### config.mk
export PLATFORM = sky130hd
export DESIGN_NAME = pc_sequencer
export DESIGN_NICKNAME = d
export VERILOG_FILES = /design/src/rtl/pc_sequencer.sv
export SDC_FILE = /design/constraint.sdc
export NUM_CORES = 1
export LEC_CHECK = 0
export BUFFER_PORTS_ARGS = -buffer_cell sky130_fd_sc_hd__buf_2
export CAP_MARGIN = 10
export CORE_AREA = 2 2 103 95
export DETAILED_ROUTE_END_ITERATION = 12
export DIE_AREA = 0 0 105 97
export GPL_ROUTABILITY_DRIVEN = 0
export PLACE_DENSITY = 0.83
export SYNTH_ARGS = -nofsm -noshare
export SYNTH_HDL_FRONTEND = slang
export SYNTH_SLANG_ARGS = --single-unit
### constraint.sdc
create_clock -name clk -period 2.8 [get_ports clk]
set_input_delay 0.7 -clock clk [delete_from_list [all_inputs] [get_ports clk]]
set_output_delay 0.7 -clock clk [all_outputs]
set_load 0.05 [all_outputs]
### src/rtl/pc_sequencer.sv
// Fetch-stage program counter: redirect prioritisation, memory-wait holding and IF/ID flush.
// Optional performance counters are enabled with `define PC_SEQ_PERF_EN.
module pc_sequencer #(
  parameter logic [31:0] RESET_ADDR = 32'h0000_0000,
  parameter int          GAP        = 4,
  parameter logic [31:0] EXC_VECTOR = 32'h0000_0080
) (
  input  logic        clk,
  input  logic        rst,
  input  logic        stall,
  input  logic        branch_taken,
  input  logic [31:0] branch_target,
  input  logic        jump,
  input  logic [31:0] jump_target,
  input  logic        exc,
  input  logic        imem_ready,
  output logic [31:0] pc,
  output logic [31:0] pc_plus4,
  output logic        fetch_valid,
  output logic        flush,
  output logic        pending
`ifdef PC_SEQ_PERF_EN
  ,
  output logic [31:0] stall_cycles,
  output logic [31:0] redirect_count
`endif
);

  typedef enum logic [1:0] {BOOT, RUN, PEND} state_t;

  state_t      state;
  logic [31:0] pend_target;
  logic        redir;
  logic [31:0] target;
  logic        apply;

  assign redir    = exc | jump | branch_taken;
  assign pc_plus4 = pc + 32'(GAP);

  always_comb begin
    target = branch_target;
    if (exc)       target = EXC_VECTOR;
    else if (jump) target = jump_target;
    target[1:0] = 2'b00;
  end

  assign fetch_valid = !rst && (state == RUN) && imem_ready && !stall && !redir;

  // A redirect lands in pc this cycle: taken directly in RUN, or released from PEND.
  assign apply = imem_ready && ((state == RUN && redir) || state == PEND);

  always_ff @(posedge clk or posedge rst) begin
    if (rst) begin
      state       <= BOOT;
      pc          <= RESET_ADDR;
      pend_target <= 32'h0;
      flush       <= 1'b0;
      pending     <= 1'b0;
    end else begin
      flush <= 1'b0;
      case (state)
        BOOT: state <= RUN;
        RUN: begin
          if (redir && imem_ready) begin
            pc    <= target;
            flush <= 1'b1;
          end else if (redir) begin
            pend_target <= target;
            pending     <= 1'b1;
            state       <= PEND;
          end else if (imem_ready && !stall) begin
            pc <= pc_plus4;
          end
        end
        PEND: begin
          // Younger branch/jump requests are wrong-path here; only an exception overrides.
          if (exc) pend_target <= {EXC_VECTOR[31:2], 2'b00};
          if (imem_ready) begin
            pc      <= exc ? {EXC_VECTOR[31:2], 2'b00} : pend_target;
            flush   <= 1'b1;
            pending <= 1'b0;
            state   <= RUN;
          end
        end
        default: state <= BOOT;
      endcase
    end
  end

`ifdef PC_SEQ_PERF_EN
  always_ff @(posedge clk or posedge rst) begin
    if (rst) begin
      stall_cycles   <= 32'h0;
      redirect_count <= 32'h0;
    end else begin
      if (state == RUN && stall && !redir && stall_cycles != 32'hFFFF_FFFF)
        stall_cycles <= stall_cycles + 32'h1;
      if (apply && redirect_count != 32'hFFFF_FFFF)
        redirect_count <= redirect_count + 32'h1;
    end
  end
`else
  logic unused_apply;
  assign unused_apply = apply;
`endif

endmodule

==> impl_metrics.toml, run 1 <==
[routing]
first_iter_violations = 671
routedWlPerCell_um = 19.8
drc = 0
first_pass_iters = 6
totalWireLength_um = 16400
vias = 5282
viasPerCell = 6.37
antenna_left = 0

[clock_network]
htreeDepth = 3
insertion_delay_ns = 0.35
cts_buffer_depth = 2
root_buffer = "clkbuf_8"
numCtsBuffers = 9
clk_pin_slew_ns = 0.07
cts_tree = "yes"
clock-sinks = 68

[yosys]
synth_top_cell_area_share = 0.361
ys_warn_count = 0
netlist_area_mm2 = 0.00472
synth_cells = 529
synthTopCellsByArea = "dfrtp_1 (36%), mux2i_1 (6.8%), nor2_1 (4.4%)"
syn_nets = 604
async_flop_share = 1.00
ys_ff_latch = 68
synth-seq-area-share = 0.361
post_synth.cell_area_avg_um2 = 8.91
ys.flop_type = "dfrtp_1"
ys_types = 62
synth-edff-count = 0
synth.largest_area_cell = "dfrtp_1"

[die]
fp.dieH_um = 97
coreArea_mm2 = 0.00900
io_pins = 138
rows = 33
start_util = 0.524
die_w_um = 105
die_area_mm2 = 0.0102

[worst_setup_path]
path_max_fanout = 7
cp.required_ns = 2.10
crit_chain = "and4_4 > buf_4 > nand4_1 > or3_4 > xnor2_4 > buf_6"
cp-end-kind = "output pin"
reg2reg_depth = 7
cp-start-kind = "flop"
slowest_delay_ns = 0.46
arrival_ns = 2.16
crit_slowest_cell = "or3_4"
crit_type = "flop to output pin"

[timing]
final.setup.tns_ns = -0.106
tightest_slew_ns = 0.761
grt_setup_unrepaired = "yes"
period_share = 1.02
finalHoldViolCount = 0
setup_viol_count_final = 2
slew_violations = 0
relSlewSlack = 0.493
fin_crit_ns = 2.86
setup_ws_ns = -0.0589
max_freq_ghz = 0.350
skew_ns = 0.00839

[power_and_ir_drop]
cellPowerDensity_mw_per_mm2 = 1240
p_leak_nw = 3.12
irDropWorstVdd_uv = 607

[hold_path]
hp-class = "primary input to asynchronous set/reset pin"

[outcome]
status = "finished with violations"
violations = "setup timing"

[finish]
drive_gt1_frac = 0.426
antennaDiodeCount = 0
syn_to_final_growth_pct = 37.7
layout.area.seq_mm2 = 0.00173
fin_nets = 777
utilization = 0.721
multi_input_area_mm2 = 0.00308
fill_cells = 648

[global_route]
grt_pass1_wl_um = 24300
grt_pass1_vias = 4852
grt_use_total = 0.297
grt_max_degree = 43
grt-ovfl-total = 0
antenna_found_initial = 0

[placement]
hpwl_um = 10400
pre_cts_ws_ns = 0.121
port_buffers = 133

[flow_run]
drv_cap = 0
## cell type report
| class | instances | area share |
|---|---|---|
| multi-input combinational | 403 | 0.475 |
| clock inverter | 2 | 0.00154 |
| sequential | 68 | 0.267 |
| tap | 122 | 0.0235 |
| timing repair buffer | 205 | 0.200 |
| clock buffer | 14 | 0.0251 |
| inverter | 15 | 0.00867 |
## what timing repair did
action	CTS	global route
pin swaps	7	10
hold buffers	0	0
resized for setup	28	13
setup endpoints to repair	13	13
setup buffers	17	28
gates cloned	0	0
## placed cells by master (no fill, tap or decap), drive strengths merged, types with 5 or more instances in the layout
cell type  instances
xnor2             18
nor2              55
a221o              7
nor3              12
and3               6
inv               15
xor2              10
nand2             43
o21ai             29
a211oi             5
and4               8
buf              203
and2               5
a22o              21
dfrtp             68
a22oi             14
nor4               9
a21oi             29
o211ai             9
o22ai              8
nand3             18
mux2i             32
a31oi              6
nand4             15
o2bb2ai            6
clkbuf            16
## sequential cells by signal, summed over array words and instances (netlist names)
name,flops
pending,1
pc,32
pend_target,32
flush,1
state,2
## critical path: cells and delay by family (launching register included)
kind / cells / cell delay, ns
simple gates: 3 / 0.92
buf+inv: 2 / 0.33
flops: 1 / 0.40
xor+xnor: 1 / 0.16
## through the flow
| step | total power [mW] | cells | hold WS, ns | instance area [µm²] |
|---|---|---|---|---|
| final | 8.07 | 829 | 0.253 | 6490 |
| after detailed placement | 6.65 | 767 | 0.478 | 5830 |
| after floorplan | 5.48 | 529 | 0.453 | 5000 |
| after global routing | 8.45 | 829 | 0.254 | 6490 |
| after global placement | 6.52 | 767 | 0.471 | 5830 |
| after CTS | 7.56 | 800 | 0.251 | 6220 |
## synth_stat cells, drive strengths merged, types with 5 or more instances
library cell and n:
a211oi 5, a21oi 29, a221o 7, a22o 21
a22oi 14, a31oi 6, and2 5, and3 6
and4 8, buf 29, clkbuf 14, dfrtp 68
inv 15, mux2i 32, nand2 43, nand3 18
nand4 15, nor2 55, nor3 12, nor4 9
o211ai 9, o21ai 29, o22ai 8, o2bb2ai 6
xnor2 18, xor2 10
## metal layers
metal / wire, µm / part of all wire / GRT usage
met4: 669 / 0.041 / 0.103
met2: 7610 / 0.46 / 0.468
met5: 0 / 0 / 0
met3: 2100 / 0.13 / 0.0761
met1: 6010 / 0.37 / 0.398
## worst paths after layout
check / start / endpoint / slack [ns]
hold reg to reg: pend_target[14]$_DFFE_PP0P_ / pend_target[14]$_DFFE_PP0P_ / 0.50
setup reg to reg: state[0]$_DFFE_PP0P_ / pc[23]$_DFFE_PP0P_ / 0.42
hold / removal: rst / state[0]$_DFFE_PP0P_ / 0.25
setup / recovery: pc[6]$_DFFE_PP0P_ / pc_plus4[30] / -0.06
min in group clk: pend_target[14]$_DFFE_PP0P_ / pend_target[14]$_DFFE_PP0P_ / 0.50
max in group asynchronous: rst / pc[10]$_DFFE_PP0P_ / 1.94
## power by group
part	total, mW	switching (mW)	internal, mW
Clock	0.741	0.372	0.369
Combinational	5.58	3.75	1.83
Sequential	1.75	0.339	1.41
## logic make-up (layout without fill, tap and decap cells)
| group | Yosys count | in the layout | share of synthesized area |
|---|---|---|---|
| xor+xnor | 28 | 28 | 0.0520 |
| simple gates | 187 | 187 | 0.223 |
| mux | 32 | 32 | 0.0679 |
| compound gates | 152 | 152 | 0.228 |
| buf+inv | 58 | 236 | 0.0576 |
| fa+ha+maj | 4 | 4 | 0.0106 |
| flops | 68 | 68 | 0.361 |
Power figures use the tool's default switching activity.
==> run 2: changes to the inputs <==
CELL_PAD_IN_SITES_DETAIL_PLACEMENT = 0   (was not set)
CELL_PAD_IN_SITES_GLOBAL_PLACEMENT = 1   (was not set)
CORE_AREA = 2 2 119 110   (was 2 2 103 95)
DIE_AREA = 0 0 121 112   (was 0 0 105 97)
SLEW_MARGIN = 20   (was not set)
==> run 2 against run 1 <==
  * The flow now finishes without violations
  * Global-route usage is 6.6 points lower
  * First-iteration DRC count fell by 40%
  * Worst setup slack gained 0.093 ns
  * Critical path depth fell by 1
  * Sequential share of layout area is 0.40 points lower
  * Die area is 33% higher
  * Fmax rose by 3.3%
  * Routed wire length fell by 4.8%
  * Critical path type unchanged
  * Largest power group unchanged
  * Highest routed layer unchanged
==> impl_metrics.toml, run 2 (same netlist as run 1, synthesis figures left out) <==
[die]
fp.dieH_um = 112
start_util = 0.382
coreArea_mm2 = 0.0123
die_w_um = 121
die_area_mm2 = 0.0136
rows = 39
io_pins = 138

[clock_network]
htreeDepth = 3
clock-sinks = 68
cts_buffer_depth = 2
numCtsBuffers = 9
holdBufCountCts = 0
cts_tree = "yes"
insertion_delay_ns = 0.34
root_buffer = "clkbuf_16"
clk_pin_slew_ns = 0.06

[routing]
vias = 4896
first_iter_violations = 400
totalWireLength_um = 15600
antenna_left = 0
first_pass_iters = 9
routedWlPerCell_um = 18.2
drc = 0
viasPerCell = 5.72

[global_route]
antenna_found_initial = 0
grt_pass1_vias = 4604
grt_util_met1 = 0.337
grt_use_total = 0.231
gr-usage-met2 = 0.352
met3_usage = 0.0323
busiest_layer = "met2"
grt_max_degree = 33
grt-ovfl-total = 0
grt_pass1_wl_um = 24600

[placement]
hpwl_um = 11300
port_buffers = 133

[finish]
fill_cells = 1094
syn_to_final_growth_pct = 39.7
mostFrequentLayoutCell = "buf_2"
antennaDiodeCount = 0
largestRegisters = "pc (32), pend_target (32), state (2)"
drive_gt1_frac = 0.416
final_cell_mix = "buf_2 (124), buf_4 (58), nor2_1 (54), dfrtp_1 (45), nand2_1 (39)"
fin_nets = 762

[worst_setup_path]
r2r_slack_ns = 0.49
crit_type = "flop to output pin"
crit_chain = "and4_4 > nand4_1 > or3_4 > xnor2_4 > buf_6"
crit_start = "pc[6]$_DFFE_PP0P_"
cp.required_ns = 2.10
cp-start-kind = "flop"
critical_path_buf_inv_count = 1
path_max_fanout = 7
arrival_ns = 2.07
critical_path.top_delay_family = "simple AND/OR/NAND/NOR gates"
r2r_end = "pc[27]$_DFFE_PP0P_"
cp-end-kind = "output pin"
reg2reg_depth = 8
r2r-start = "state[0]$_DFFE_PP0P_"
slowest_delay_ns = 0.45
crit_slowest_cell = "or3_4"

[timing]
hold_ws_ns = 0.409
period_share = 0.988
setup_viol_count_final = 0
slew_violations = 0
max_freq_ghz = 0.361
finalHoldViolCount = 0
tightest_slew_ns = 0.831
skew_ns = 0.0103
grt_setup_unrepaired = "yes"
fin_crit_ns = 2.77
relSlewSlack = 0.444

[power_and_ir_drop]
cellPowerDensity_mw_per_mm2 = 1280
irDropWorstVdd_uv = 615
power_mw = 8.45
p_leak_nw = 3.15

[hold_path]
hp-class = "primary input to asynchronous set/reset pin"

[flow_run]
drv_cap = 0

[outcome]
status = "complete, no violations"
run 2: changes by cell type in the layout (fill, tap and decap cells not counted), moves of 4 or more:
cell       delta
buf_4        -13
clkbuf_16     +9
clkbuf_8     -11
bufinv_16     +4
run 2: what timing repair did:
action | CTS | global route
setup buffers | 11 | 15
pin swaps | 5 | 7
gates resized for setup | 24 | 14
gates cloned | 0 | 0
setup endpoints to repair | 12 | 12
run 2: where the power goes:
| part | internal (mW) | switching [mW] |
|---|---|---|
| combinational | 1.67 | 3.63 |
| sequential | 1.41 | 0.342 |
| clock | 0.963 | 0.439 |
run 2: layout make-up:
cell class,instances,area (µm²),area share
clock buffers,10,229,0.0348
clock inverters,6,138,0.0209
inverters,15,56.3,0.00855
multi-input cells,403,3080,0.468
flip-flops and latches,68,1730,0.263
well taps,164,205,0.0311
repair buffers,190,1150,0.174
run 2: how the worst max path moves through the flow:
stage	end	cells after the start
6_report	pc_plus4[30]	5
5_1_grt	pc_plus4[29]	6
4_1_cts	pc_plus4[31]	6
3_5_place_dp	pc_plus4[31]	6
3_3_place_gp	pend_target[26]$_DFFE_PP0P_	7
2_1_floorplan	pc_plus4[30]	6
run 2: worst register-to-register path: cells and delay by family (launching register included):
kind,cells,cell delay [ns]
DFF,1,0.40
adders and majority gates,1,0.32
and+or+nand+nor,3,0.39
buffers and inverters,2,0.30
AOI/OAI and AO/OA,2,0.77
run 2: metal layers:
metal	part of all wire	wire length (µm)
met5	0	0
met4	0.023	365
met3	0.077	1200
met2	0.45	7050
met1	0.45	7000
run 2: metrics by stage:
stage	instances	setup WS [ns]	setup TNS [ns]	util	area [µm²]
6_report	856	0.0336	0	0.534	6590
5_1_grt	856	-0.0240	-0.0815	0.534	6590
4_1_cts	841	0.000180	0	0.520	6420
3_5_place_dp	814	0.137	0	0.477	5890
3_3_place_gp	814	0.112	0	0.477	5890
2_1_floorplan	529	-0.165	-0.287	-	5000
==> run 3: changes to the inputs <==
CORE_AREA = 2 2 115 106   (was 2 2 119 110)
DIE_AREA = 0 0 117 108   (was 0 0 121 112)
PLACE_DENSITY = 0.84   (was 0.83)
clock period = 3.5 ns   (was 2.8 ns; I/O delays follow)
==> run 3 against run 2 <==
  * Via count is 5.6% lower
  * Register-to-register slack better by 0.40 ns
  * Die area is 6.8% lower
  * Flip-flop and latch count stayed put
  * Hold slack better by 0.080 ns
  * Combinational power is 31% lower
  * Power is 28% lower
  * Clock power is 32% lower
  * First-iteration DRC count is 3.0% higher
  * Sequential power is 15% lower
  * Count of clock-buffer cells in the layout is 1 higher
  * Largest power group unchanged
  * Highest routed layer unchanged
==> impl_metrics.toml, run 3 (same netlist as run 1, synthesis figures left out) <==
[timing]
grt_setup_unrepaired = "no"
skew_ns = 0.00580
setup_viol_count_final = 0
fin_crit_ns = 3.36
slew_violations = 0
max_freq_ghz = 0.298
final.setup.tns_ns = 0
relSlewSlack = 0.444
finalHoldViolCount = 0
tightest_slew_ns = 0.831
period_share = 0.959

[clock_network]
clock-sinks = 68
cts_buffer_depth = 2
root_buffer = "clkbuf_16"
post_cts_buffers = 0
htreeDepth = 3
cts_tree = "yes"
insertion_delay_ns = 0.33
holdBufCountCts = 0
clk_pin_slew_ns = 0.06
numCtsBuffers = 9

[die]
coreArea_mm2 = 0.0113
die_w_um = 117
rows = 37
io_pins = 138
fp.dieH_um = 108
die_area_mm2 = 0.0126
start_util = 0.416

[worst_setup_path]
cp-end-kind = "output pin"
crit_type = "flop to output pin"
cp.required_ns = 2.62
cp-start-kind = "flop"
r2r_slack_ns = 0.89
arrival_ns = 2.48
r2r-start = "state[0]$_DFFE_PP0P_"
crit_start = "pc[2]$_DFFE_PP0P_"
path_max_fanout = 8
reg2reg_depth = 9
r2r_end = "pc[30]$_DFFE_PP0P_"

[routing]
viasPerCell = 5.70
totalWireLength_um = 14500
first_iter_violations = 412
first_pass_iters = 7
routedWlPerCell_um = 18.0
drc = 0
antenna_left = 0
vias = 4621

[finish]
drive_gt1_frac = 0.306
syn_to_final_growth_pct = 24.4
final_cell_mix = "buf_2 (132), dfrtp_1 (66), nor2_1 (55), nand2_1 (41), mux2i_1 (32)"
antennaDiodeCount = 0
largestRegisters = "pc (32), pend_target (32), state (2)"
layout.cells.non_filler = 810
fin_nets = 724
fill_cells = 1047
mostFrequentLayoutCell = "buf_2"

[global_route]
grt-ovfl-total = 0
grt_pass1_vias = 4458
grt_use_total = 0.237
grt_pass1_wl_um = 23100
antenna_found_initial = 0
grt_max_degree = 43

[placement]
place_inst = 794
hpwl_um = 10600
port_buffers = 133

[power_and_ir_drop]
cellPowerDensity_mw_per_mm2 = 1040
irDropWorstVdd_uv = 473
p_leak_nw = 2.74

[hold_path]
hold_path_end = "pending$_DFFE_PP0P_"
min_from = "pending$_DFFE_PP0P_"
whs_path_depth = 1
hp-class = "flop to flop"

[outcome]
status = "complete, no violations"

[flow_run]
drv_cap = 0
-- run 3: cell types whose count changed in the layout (fill, tap and decap cells not counted), sizes merged --
| cell | previous run | this run |
|---|---|---|
| bufinv | 4 | 1 |
| buf | 188 | 151 |
| clkinv | 2 | 3 |
| clkinvlp | 0 | 1 |
-- run 3: layout make-up --
cell class	instances	area, µm²	area share
clock buffer	11	253	0.0431
clock inverter	5	60.1	0.0102
inverter	15	56.3	0.00960
multi-input combinational	403	2770	0.473
sequential	68	1700	0.291
tap	156	195	0.0333
timing repair buffer	152	823	0.140
-- run 3: worst max path at each step --
stage,end,slack [ns]
after global placement,pc_plus4[30],0.47
after detailed placement,pc_plus4[30],0.41
after global routing,pc_plus4[30],0.003
after floorplan,pc_plus4[20],0.06
after CTS,pc_plus4[30],0.05
final,pc_plus4[30],0.14
-- run 3: critical path: stages, from the launching register on --
cell	delay (ns)
dfrtp_2	0.44
ha_1	0.20
and4_1	0.33
nand4_1	0.24
or3_1	0.48
xnor2_2	0.19
clkbuf_4	0.26
-- run 3: metrics by stage --
stage / cell area [µm²] / power [mW] / util / worst slack, ns / hold slack [ns]
floorplan: 4730 / 4.23 / - / 0.0629 / 0.453
global placement: 5530 / 5.05 / 0.488 / 0.468 / 0.474
detailed placement: 5540 / 5.14 / 0.488 / 0.414 / 0.477
CTS: 5850 / 6.09 / 0.516 / 0.0465 / 0.490
global route: 5860 / 6.45 / 0.517 / 0.00303 / 0.510
finish: 5860 / 6.09 / 0.517 / 0.144 / 0.489
-- run 3: power breakdown --
group          internal [mW]  switching (mW)  leakage (nW)  total [mW]
combinational           1.04            2.62          1.74        3.66
sequential              1.11           0.376         0.852        1.48
clock                  0.591           0.354         0.152       0.946
total                   2.74            3.35          2.74        6.09
-- run 3: routing by layer --
metal	global-route usage	share of wire
met1	0.343	0.46
met2	0.362	0.46
met3	0.0493	0.067
met4	0.0605	0.011
met5	0	0
-- run 3: timing repair --
item,in CTS,in global routing
setup endpoints to repair,0,2
hold endpoints to repair,0,0
resized for setup,0,4
